## config.mk

```make
export PLATFORM = sky130hd
export DESIGN_NAME = adc_limit_monitor_flat
export DESIGN_NICKNAME = d
export VERILOG_FILES = /design/src/rtl/adc_limit_monitor_if.sv /design/src/rtl/adc_limit_monitor.sv /design/src/flat_wrapper.sv
export SDC_FILE = /design/constraint.sdc
export NUM_CORES = 1
export LEC_CHECK = 0
export ABC_CLOCK_PERIOD_IN_PS = 2700
export BUFFER_PORTS_ARGS = -buffer_cell sky130_fd_sc_hd__buf_2
export CAP_MARGIN = 20
export CORE_MARGIN = 2
export CORE_UTILIZATION = 37
export DETAILED_ROUTE_END_ITERATION = 7
export SLEW_MARGIN = 20
export SYNTH_ARGS = -nofsm -noshare
export SYNTH_HDL_FRONTEND = slang
export SYNTH_SLANG_ARGS = --single-unit
```

## constraint.sdc

```tcl
create_clock -name c1m -period 2.7 [get_ports c1m]
set_input_delay 0.27 -clock c1m [delete_from_list [all_inputs] [get_ports c1m]]
set_output_delay 0.27 -clock c1m [all_outputs]
set_load 0.01 [all_outputs]
```

## src/rtl/adc_limit_monitor_if.sv

```systemverilog
// Event stream from adc_limit_monitor to the control FSM: one-deep valid/ready channel.
// The master drives valid/ch/type and the slave returns ready.
interface adc_limit_monitor_if;
    logic       evt_valid;
    logic       evt_ready;
    logic [2:0] evt_ch;
    logic [1:0] evt_type;

    modport master (
        output evt_valid,
        output evt_ch,
        output evt_type,
        input  evt_ready
    );

    modport slave (
        input  evt_valid,
        input  evt_ch,
        input  evt_type,
        output evt_ready
    );
endinterface

```

## src/rtl/adc_limit_monitor.sv

```systemverilog
// Round-robin hi/lo limit monitor with debounce, hysteresis and a one-deep event port.
// Optional feature: define ALARM_LATCH_EN for sticky alarms cleared through alarm_clr.
module adc_limit_monitor #(
    parameter int unsigned NCH      = 7,
    parameter int unsigned DW       = 12,
    parameter int unsigned DEBOUNCE = 4,
    parameter int unsigned HYST     = 16
) (
    input  logic                   c1m,
    input  logic                   rst_n,
    input  logic [NCH-1:0][DW-1:0] adc_data,
    input  logic [DW-1:0]          hi_th,
    input  logic [DW-1:0]          lo_th,
    input  logic [NCH-1:0]         alarm_clr,
    output logic [NCH-1:0]         alarm_hi,
    output logic [NCH-1:0]         alarm_lo,
    output logic                   any_alarm,
    output logic                   evt_ovf,
    adc_limit_monitor_if.master    evt
);

    localparam int unsigned CW = 3;
    localparam logic [CW-1:0] LastCh = CW'(NCH - 1);
    localparam logic [3:0]    DebCnt = 4'(DEBOUNCE);
    localparam logic [DW-1:0] HystW  = DW'(HYST);

    typedef enum logic [2:0] {StIdle, StHiPend, StHi, StLoPend, StLo} st_e;
    typedef enum logic [1:0] {EvtHiSet = 2'd0, EvtLoSet = 2'd1, EvtClear = 2'd2} evt_e;

    logic [CW-1:0] scan_ch;
    logic          s1_vld;
    logic [DW-1:0] s1_v;
    logic [CW-1:0] s1_ch;

    st_e        st_q  [NCH];
    logic [3:0] cnt_q [NCH];

    st_e        cur_st, nxt_st;
    logic [3:0] cur_cnt, nxt_cnt, cnt_inc;
    logic       over_hi, under_lo;
    logic       new_evt;
    evt_e       new_type;
    logic [DW-1:0] hi_exit, lo_exit;
    logic [DW:0]   lo_sum;
    logic [NCH-1:0] in_hi, in_lo, alarm_hi_d, alarm_lo_d;
    logic           handshake;

    // Exit thresholds saturate so a limit near either rail still has a reachable exit.
    always_comb begin
        hi_exit = (hi_th >= HystW) ? (hi_th - HystW) : '0;
        lo_sum  = {1'b0, lo_th} + {1'b0, HystW};
        lo_exit = lo_sum[DW] ? '1 : lo_sum[DW-1:0];
    end

    always_comb begin
        cur_st   = st_q[s1_ch];
        cur_cnt  = cnt_q[s1_ch];
        cnt_inc  = cur_cnt + 4'd1;
        nxt_st   = cur_st;
        nxt_cnt  = cur_cnt;
        new_evt  = 1'b0;
        new_type = EvtHiSet;
        over_hi  = (s1_v > hi_th);
        under_lo = (s1_v < lo_th);
        unique case (cur_st)
            StIdle: begin
                if (over_hi) begin
                    if (DEBOUNCE <= 1) begin
                        nxt_st   = StHi;
                        nxt_cnt  = '0;
                        new_evt  = 1'b1;
                        new_type = EvtHiSet;
                    end else begin
                        nxt_st  = StHiPend;
                        nxt_cnt = 4'd1;
                    end
                end else if (under_lo) begin
                    if (DEBOUNCE <= 1) begin
                        nxt_st   = StLo;
                        nxt_cnt  = '0;
                        new_evt  = 1'b1;
                        new_type = EvtLoSet;
                    end else begin
                        nxt_st  = StLoPend;
                        nxt_cnt = 4'd1;
                    end
                end
            end
            StHiPend: begin
                if (!over_hi) begin
                    nxt_st  = StIdle;
                    nxt_cnt = '0;
                end else if (cnt_inc >= DebCnt) begin
                    nxt_st   = StHi;
                    nxt_cnt  = '0;
                    new_evt  = 1'b1;
                    new_type = EvtHiSet;
                end else begin
                    nxt_cnt = cnt_inc;
                end
            end
            StLoPend: begin
                if (!under_lo) begin
                    nxt_st  = StIdle;
                    nxt_cnt = '0;
                end else if (cnt_inc >= DebCnt) begin
                    nxt_st   = StLo;
                    nxt_cnt  = '0;
                    new_evt  = 1'b1;
                    new_type = EvtLoSet;
                end else begin
                    nxt_cnt = cnt_inc;
                end
            end
            StHi: begin
                if (s1_v <= hi_exit) begin
                    nxt_st   = StIdle;
                    new_evt  = 1'b1;
                    new_type = EvtClear;
                end
            end
            StLo: begin
                if (s1_v >= lo_exit) begin
                    nxt_st   = StIdle;
                    new_evt  = 1'b1;
                    new_type = EvtClear;
                end
            end
            default: begin
                nxt_st  = StIdle;
                nxt_cnt = '0;
            end
        endcase
        if (!s1_vld) begin
            new_evt = 1'b0;
        end
    end

    always_comb begin
        in_hi = '0;
        in_lo = '0;
        for (int i = 0; i < NCH; i++) begin
            in_hi[i] = (st_q[i] == StHi);
            in_lo[i] = (st_q[i] == StLo);
        end
    end

`ifdef ALARM_LATCH_EN
    // Being in HI/LO keeps the flag set, so a clear is ignored and loses to a set.
    assign alarm_hi_d = in_hi | (alarm_hi & ~alarm_clr);
    assign alarm_lo_d = in_lo | (alarm_lo & ~alarm_clr);
`else
    logic unused_alarm_clr;
    assign unused_alarm_clr = ^alarm_clr;
    assign alarm_hi_d = in_hi;
    assign alarm_lo_d = in_lo;
`endif

    assign handshake = evt.evt_valid & evt.evt_ready;

    always_ff @(posedge c1m) begin
        if (!rst_n) begin
            scan_ch       <= '0;
            s1_vld        <= 1'b0;
            s1_v          <= '0;
            s1_ch         <= '0;
            for (int i = 0; i < NCH; i++) begin
                st_q[i]  <= StIdle;
                cnt_q[i] <= '0;
            end
            alarm_hi      <= '0;
            alarm_lo      <= '0;
            any_alarm     <= 1'b0;
            evt.evt_valid <= 1'b0;
            evt.evt_ch    <= '0;
            evt.evt_type  <= '0;
            evt_ovf       <= 1'b0;
        end else begin
            scan_ch <= (scan_ch == LastCh) ? '0 : scan_ch + 1'b1;
            s1_vld  <= 1'b1;
            s1_v    <= adc_data[scan_ch];
            s1_ch   <= scan_ch;
            if (s1_vld) begin
                st_q[s1_ch]  <= nxt_st;
                cnt_q[s1_ch] <= nxt_cnt;
            end
            alarm_hi  <= alarm_hi_d;
            alarm_lo  <= alarm_lo_d;
            any_alarm <= (|alarm_hi) | (|alarm_lo);
            // A slot freed by this cycle's handshake can take a new event at once.
            if (new_evt) begin
                if (!evt.evt_valid || handshake) begin
                    evt.evt_valid <= 1'b1;
                    evt.evt_ch    <= s1_ch;
                    evt.evt_type  <= new_type;
                end else begin
                    evt_ovf <= 1'b1;
                end
            end else if (handshake) begin
                evt.evt_valid <= 1'b0;
            end
        end
    end

endmodule
```

## src/flat_wrapper.sv

```systemverilog
// flat-port wrapper written by rule: the top's interface ports become plain ports
module adc_limit_monitor_flat 
#(
    parameter int unsigned NCH      = 7,
    parameter int unsigned DW       = 12,
    parameter int unsigned DEBOUNCE = 4,
    parameter int unsigned HYST     = 16
)
  (c1m, rst_n, adc_data, hi_th, lo_th, alarm_clr, alarm_hi, alarm_lo, any_alarm, evt_ovf, evt_evt_valid, evt_evt_ch, evt_evt_type, evt_evt_ready);
  adc_limit_monitor_if evt_i ();
  input  logic c1m;
  input  logic rst_n;
  input  logic [NCH-1:0][DW-1:0] adc_data;
  input  logic [DW-1:0] hi_th;
  input  logic [DW-1:0] lo_th;
  input  logic [NCH-1:0] alarm_clr;
  output logic [NCH-1:0] alarm_hi;
  output logic [NCH-1:0] alarm_lo;
  output logic any_alarm;
  output logic evt_ovf;
  output wire logic [$bits(evt_i.evt_valid)-1:0] evt_evt_valid;
  output wire logic [$bits(evt_i.evt_ch)-1:0] evt_evt_ch;
  output wire logic [$bits(evt_i.evt_type)-1:0] evt_evt_type;
  input wire logic [$bits(evt_i.evt_ready)-1:0] evt_evt_ready;
  assign evt_evt_valid = evt_i.evt_valid;
  assign evt_evt_ch = evt_i.evt_ch;
  assign evt_evt_type = evt_i.evt_type;
  assign evt_i.evt_ready = evt_evt_ready;
  adc_limit_monitor #(.NCH(NCH), .DW(DW), .DEBOUNCE(DEBOUNCE), .HYST(HYST)) u_core (.c1m(c1m), .rst_n(rst_n), .adc_data(adc_data), .hi_th(hi_th), .lo_th(lo_th), .alarm_clr(alarm_clr), .alarm_hi(alarm_hi), .alarm_lo(alarm_lo), .any_alarm(any_alarm), .evt_ovf(evt_ovf), .evt(evt_i));
endmodule
```

Word level (Yosys, flattened, before mapping)
Memory sizes are Yosys's and may differ from the RTL's. A register that Yosys moved wholly into a read port is not among the register bits.
Cells that the tools add are included.
{"block": "classes", "add_sub_neg": 4, "magnitude_cmp": 7, "eq_ne": 20, "mux": 47, "bitwise_logic": 4, "n_reduce_logical": 13}
{"op": "3-bit two-way mux", "count": 13}
{"op": "12-bit binary-select mux with 3-bit select", "count": 1}
{"op": "12-bit two-way mux", "count": 3}
{"op": "3-bit by 2-bit equality test with 1-bit output (second input constant)", "count": 9}
{"op": "3-bit equality test (second input constant)", "count": 9}
{"op": "4-bit two-way mux", "count": 6}
{"op": "1-bit two-way mux", "count": 17}
{"op": "4-bit case mux with 4 select lines", "count": 1}
{"op": "3-bit case mux with 5 select lines", "count": 1}
{"op": "7-bit OR reduction", "count": 2}
{"op": "12-bit by 5-bit adder with 13-bit output (second input constant)", "count": 1}
{"op": "12-bit >= comparator", "count": 1}
{"op": "12-bit by 5-bit >= comparator with 1-bit output (second input constant)", "count": 1}
{"op": "12-bit greater-than comparator", "count": 1}
{"op": "12-bit <= comparator", "count": 1}
{"op": "12-bit < comparator", "count": 1}
{"op": "12-bit by 5-bit subtractor with 12-bit output (second input constant)", "count": 1}
{"op": "2-bit two-way mux", "count": 3}
{"op": "2-bit case mux with 3 select lines", "count": 1}
{"op": "2-bit AND reduction", "count": 3}
{"op": "4-bit by 1-bit adder with 4-bit output (second input constant)", "count": 1}
{"op": "4-bit by 3-bit >= comparator with 1-bit output (second input constant)", "count": 1}
{"op": "3-bit by 4-bit < comparator with 1-bit output (second input constant)", "count": 1}
{"op": "1-bit case mux with 4 select lines", "count": 1}
{"op": "13 further kinds", "count": 15}
{"block": "totals", "register_bits": 41, "ramBits": 49, "inputBits": 118, "out_inout_bits": 22, "elab_cells": 108, "mem_count": 2}
{"name": "u_core.cnt_q", "words": 7, "width": 4, "rd": 1, "rd_ports_with_merged_regs": 1, "wr": 7, "line": "adc_limit_monitor.sv:36", "text": "logic [3:0] cnt_q [NCH];"}
{"name": "u_core.st_q", "words": 7, "width": 3, "rd": 8, "rd_ports_with_merged_regs": 1, "wr": 7, "line": "adc_limit_monitor.sv:35", "text": "st_e st_q [NCH];"}

Longest topological paths before layout
{"block": "logic_depth", "depth_word": 8, "ltp_mapped": 15, "ltp_nobuf": 14}

Worst setup path before layout
Ideal clock, no wire load.
{"block": "synth_path", "kind": "input port to flip-flop", "from": "input port lo_th[4]", "to": "register u_core.evt.evt_ch[0]", "setup_time_ps": 72, "arrival_ps": 2863, "required_time_ps": 2628, "setup_slack_ps": -235, "path_stages": 14, "path_buffers": 1, "cell_sequence": "ha_1 -> and3_1 -> and3_1 -> clkbuf_1 -> or2_2 -> ha_1 -> nor2b_1 -> o21ai_0 -> a221oi_1 -> o21ai_0 -> o2bb2ai_2 -> o21ba_4 -> nor3_4 -> mux2i_1"}
{"block": "synth_via", "elab_chain_len": 7, "word_cells_on_any_way": 9, "cone_classes": "1 x add/sub; 2 x order compare; 5 x mux; 1 x reduce/logical"}
{"element": "from (decl)", "line": "flat_wrapper.sv:15", "text": "input logic [DW-1:0] lo_th;"}
{"element": "12-bit by 5-bit adder with 13-bit output", "line": "adc_limit_monitor.sv:51", "text": "lo_sum = {1'b0, lo_th} + {1'b0, HystW};"}
{"element": "12-bit two-way mux", "line": "adc_limit_monitor.sv:52", "text": "lo_exit = lo_sum[DW] ? '1 : lo_sum[DW-1:0];"}
{"element": "12-bit >= comparator", "line": "adc_limit_monitor.sv:123", "text": "if (s1_v >= lo_exit) begin"}
{"element": "1-bit two-way mux", "line": "adc_limit_monitor.sv:123"}
{"element": "1-bit case mux with 4 select lines (*)", "line": "adc_limit_monitor.sv:65", "text": "unique case (cur_st)"}
{"element": "1-bit two-way mux (*)", "line": "adc_limit_monitor.sv:134", "text": "if (!s1_vld) begin"}
{"element": "2-bit AND reduction (no source line) (*)"}
{"element": "to (signal assigned)", "line": "adc_limit_monitor.sv:194", "text": "evt.evt_ch <= s1_ch;"}
{"element": "to (decl)", "line": "adc_limit_monitor_if.sv:11", "text": "output evt_ch,"}
Mark *: on every way between the ends. The rest lies on a longest branch, timed or not.
A chain may end at the register's enable or synchronous reset.

Final worst setup path
{"block": "layout_path", "from": "register u_core.s1_v[10]", "to": "register u_core.evt.evt_type[0]"}
{"block": "layout_via", "elab_chain_len": 5, "word_cells_on_any_way": 13, "cone_classes": "4 x order compare; 8 x mux; 1 x reduce/logical"}
{"element": "from (decl)", "line": "adc_limit_monitor.sv:32", "text": "logic [DW-1:0] s1_v;"}
{"element": "from (signal assigned)", "line": "adc_limit_monitor.sv:181", "text": "s1_v <= adc_data[scan_ch];"}
{"element": "12-bit >= comparator (tied with other cells)", "line": "adc_limit_monitor.sv:123"}
{"element": "1-bit two-way mux, on equally long branches"}
{"element": "1-bit case mux with 4 select lines", "line": "adc_limit_monitor.sv:65"}
{"element": "1-bit two-way mux", "line": "adc_limit_monitor.sv:134"}
{"element": "2-bit AND reduction (no source line)"}
{"element": "to (signal assigned)", "line": "adc_limit_monitor.sv:195", "text": "evt.evt_type <= new_type;"}
{"element": "to (decl)", "line": "adc_limit_monitor_if.sv:12", "text": "output evt_type,"}
Several ways; a longest one is shown, not always the timed one.

==> impl_metrics.csv <==
group,metric,value,unit
power_and_ir_drop,cellPowerDensity,494.6,nW/um^2
yosys,syn-instance-count,612,
global_routing,grt_start_max_net_pins,28,
cts,clock_sink_count,97,
sta,fin_skew,6.608,ps
sta,worst_slew_pin_slew,876.1,ps
global_routing,grt_first_pass_wirelength,29670,um
routing,route.antenna.remaining_nets,0,
yosys,synthesis.nets,783,
sta,timing.final.ws_setup,-227.5,ps
floorplan,die-area,17780,um^2
global_routing,busiest_layer,"met2",
yosys,synth_cell_type_count,62,
cts,path_clk_slew,70,ps
routing,drt-initial-drc-count,428,
yosys,ys_warn_count,0,
yosys,synthDominantAreaCellType,"sky130_fd_sc_hd__edfxtp_1",
finish,area_growth_syn_to_layout,40.15,%
setup_path,crit_fanout,5,
routing,drt-wirelength-per-cell,17.90,um
global_routing,met1_usage,27.26,%
finish,fraction_of_layout_instances_using_a_drive_strength_above_1,44.83,%
yosys,post_synth_most_frequent_cells,"sky130_fd_sc_hd__nor2_1 (87), sky130_fd_sc_hd__ha_1 (53), sky130_fd_sc_hd__nand2_1 (50), sky130_fd_sc_hd__edfxtp_1 (49), sky130_fd_sc_hd__dfxtp_1 (48)",
sta,rsz0062_at_grt,"yes",
setup_path,crit_path_end_kind,"flip-flop",
outcome,failing_checks,"negative setup slack",
global_routing,initial_antenna_violation_count,0,
setup_path,worstSetupPathType,"reg2reg",
setup_path,max_stage_delay,480,ps
routing,num_vias,5686,
setup_path,worst-endpoint-arrival,3200,ps
routing,route.detailed.vias_per_inst,5.359,
floorplan,floorplan.io_pins,140,
sta,final_min_period_over_clock_period,108.4,%
cts,cts_hold_buf,0,
yosys,synth_sequential_area_ratio,39.30,%
floorplan,start_util,37.58,%
routing,drc,0,
cts,worst_skew_pair.late_latency,350,ps
sta,timing.slew.headroom,41.38,%
yosys,synth_seq_cells,97,
routing,detail_route.wirelength,18990,um
cts,tritoncts,"built",
global_routing,grt-ovfl-total,0,
floorplan,chipHeight,133.3,um
placement,gp_congestion,0.8767,
placement,detailedPlacementHpwl,14460,um
yosys,post_synth.cell_area_avg,10.11,um^2
power_and_ir_drop,totalPowerFinal,4290,uW
global_routing,first_global_vias,5781,
yosys,synth_edf_count,49,
sta,setup_total_negative_slack,-4485,ps
cts,htree_levels,3,
sta,final_hold_viol_count,0,
yosys,netlist_top_cells_area,"sky130_fd_sc_hd__edfxtp_1 (24%), sky130_fd_sc_hd__dfxtp_1 (16%), sky130_fd_sc_hd__ha_1 (11%)",
finish,insertedDiodeCount,0,
cts,cts.path.max_buffers,2,
setup_path,worst_setup_path_start_kind,"flip-flop",
sta,report.final.setup_viol,46,
min_path,worst_hold_path_type,"in2reg",
yosys,synthMostInstantiatedCell,"sky130_fd_sc_hd__nor2_1",
flow_run,timing.max_cap.violations,0,
sta,post-route-min-period,2927,ps
outcome,outcome,"finished with violations",
sta,maxSlewViolCount,0,
yosys,post_synth_top_area_share,23.78,%
placement,count_of_input_and_output_buffers,132,
setup_path,crit_required,2970,ps
global_routing,grt_util_met3,2.626,%
floorplan,core,16470,um^2
global_routing,grt_usage,21.01,%
cts,clockRootBuffer,"sky130_fd_sc_hd__clkbuf_16",
floorplan,row_count,47,
power_and_ir_drop,cellLeakagePower,0.003772,uW
setup_path,critical_path.slowest_cell,"sky130_fd_sc_hd__o41a_1",
yosys,synth_async_sr_flop_share,0,%
setup_path,crit_chain,"ha_1, and3_1, nand4_1, a21oi_2, a2111oi_4, buf_4, o41a_1, o21ba_4, nor3_4, buf_6, mux2i_1",
global_routing,met2_usage,36.37,%
yosys,syn_area,6188,um^2
finish,fin_nets,1007,
cts,cts_buffers,9,
floorplan,chipWidth,133.3,um
power_and_ir_drop,vdd_ir_drop_max,0.3123,mV
yosys,postSynth.topFlopCell,"sky130_fd_sc_hd__edfxtp_1",
routing,drt_pre_antenna_iters,5,
sta,achievable-frequency,341.6,MHz
[metal layers]
| layer | routed length, um | part of all wire [%] |
|---|---|---|
| met1 | 8253 | 43 |
| met2 | 9721 | 51 |
| met3 | 655 | 3.4 |
| met4 | 357 | 1.9 |
| met5 | 0 | 0 |
[final timing paths]
| check | start | endpoint | slack [ps] | depth (start not counted) |
|---|---|---|---|---|
| hold reg to reg | u_core.cnt_q[6][3]$_SDFFE_PN0P_ | u_core.cnt_q[6][3]$_SDFFE_PN0P_ | 460 | 2 |
| hold / removal | adc_data[68] | u_core.s1_v[8]$_SDFF_PN0_ | 250 | 3 |
| setup / recovery | u_core.s1_v[10]$_SDFF_PN0_ | u_core.evt.evt_type[0]$_SDFFE_PN0P_ | -230 | 11 |
| setup reg to reg | u_core.s1_v[10]$_SDFF_PN0_ | u_core.evt.evt_type[0]$_SDFFE_PN0P_ | -230 | 11 |
[area by class of cell]
| cell class | instances | area (um^2) |
|---|---|---|
| fillers | 1476 | 7792 |
| flip-flops and latches | 97 | 2445 |
| well taps | 220 | 275.3 |
| inverters | 35 | 136.4 |
| clock buffers | 11 | 254.0 |
| multi-input cells | 452 | 3897 |
| repair buffers | 241 | 1598 |
| clock inverters | 5 | 67.56 |
[cells by family after synthesis]
family,count (synthesis),synth area share [%]
mux,53,14.90
xor+xnor,10,1.415
fa+ha+maj,53,10.72
compound gates,101,10.84
buf+inv,63,4.306
simple gates,235,18.52
flops,97,39.30
[flip-flops by register name, indices dropped and copies added (netlist names)]
name,cells
u_core.s1_v,12
u_core.scan_ch,3
u_core.alarm_lo,7
u_core.evt_ovf,1
u_core.st_q,24
u_core.s1_ch,3
u_core.alarm_hi,7
u_core.cnt_q,32
u_core.evt.evt_ch,3
u_core.s1_vld,1
u_core.evt.evt_valid,1
u_core.evt.evt_type,2
u_core.any_alarm,1
[power by group]
| group | switching (uW) | leakage, uW | internal, uW |
|---|---|---|---|
| registers | 68.4 | 0.000902 | 1620 |
| clock network | 595 | 0.000159 | 791 |
| logic | 599 | 0.00271 | 621 |
[stage by stage]
stage               hold slack, ps  util (%)  worst slack [ps]  cells  instance area (um^2)
floorplan                    297.7         -             2.930    612                  6246
global placement             441.9     46.95            -565.7   1026                  7730
detailed placement           452.7     46.95            -600.5   1026                  7730
CTS                          224.9     49.76            -248.8   1046                  8194
global route                 253.9     52.67            -348.8   1061                  8673
finish                       245.5     52.67            -227.5   1061                  8673
[cells in the final DEF, fill, tap and decap left out, drive strengths merged, types with 13 or more instances in the layout]
cell,count
mux2i,21
edfxtp,49
mux4,27
nor2,87
nand2,50
o21ai,18
inv,38
nor3,13
buf,241
dfxtp,48
a21oi,33
ha,53
nand3,19
a211oi,16
[worst max-delay path, delay by kind of cell (launching register included)]
kind                       cells  cell delay (ps)
muxes                          1              200
AOI/OAI and AO/OA              4             1130
and+or+nand+nor                3              570
DFF                            1              350
adders and majority gates      1              290
buffers and inverters          2              320
[timing repair]
item / in CTS / in global routing
gates resized for setup: 31 / 97
pin swaps: 22 / 44
buffers inserted: 5 / 15
endpoints found under the setup margin: 63 / 60
No activity file was read; power rests on OpenSTA's default activity.
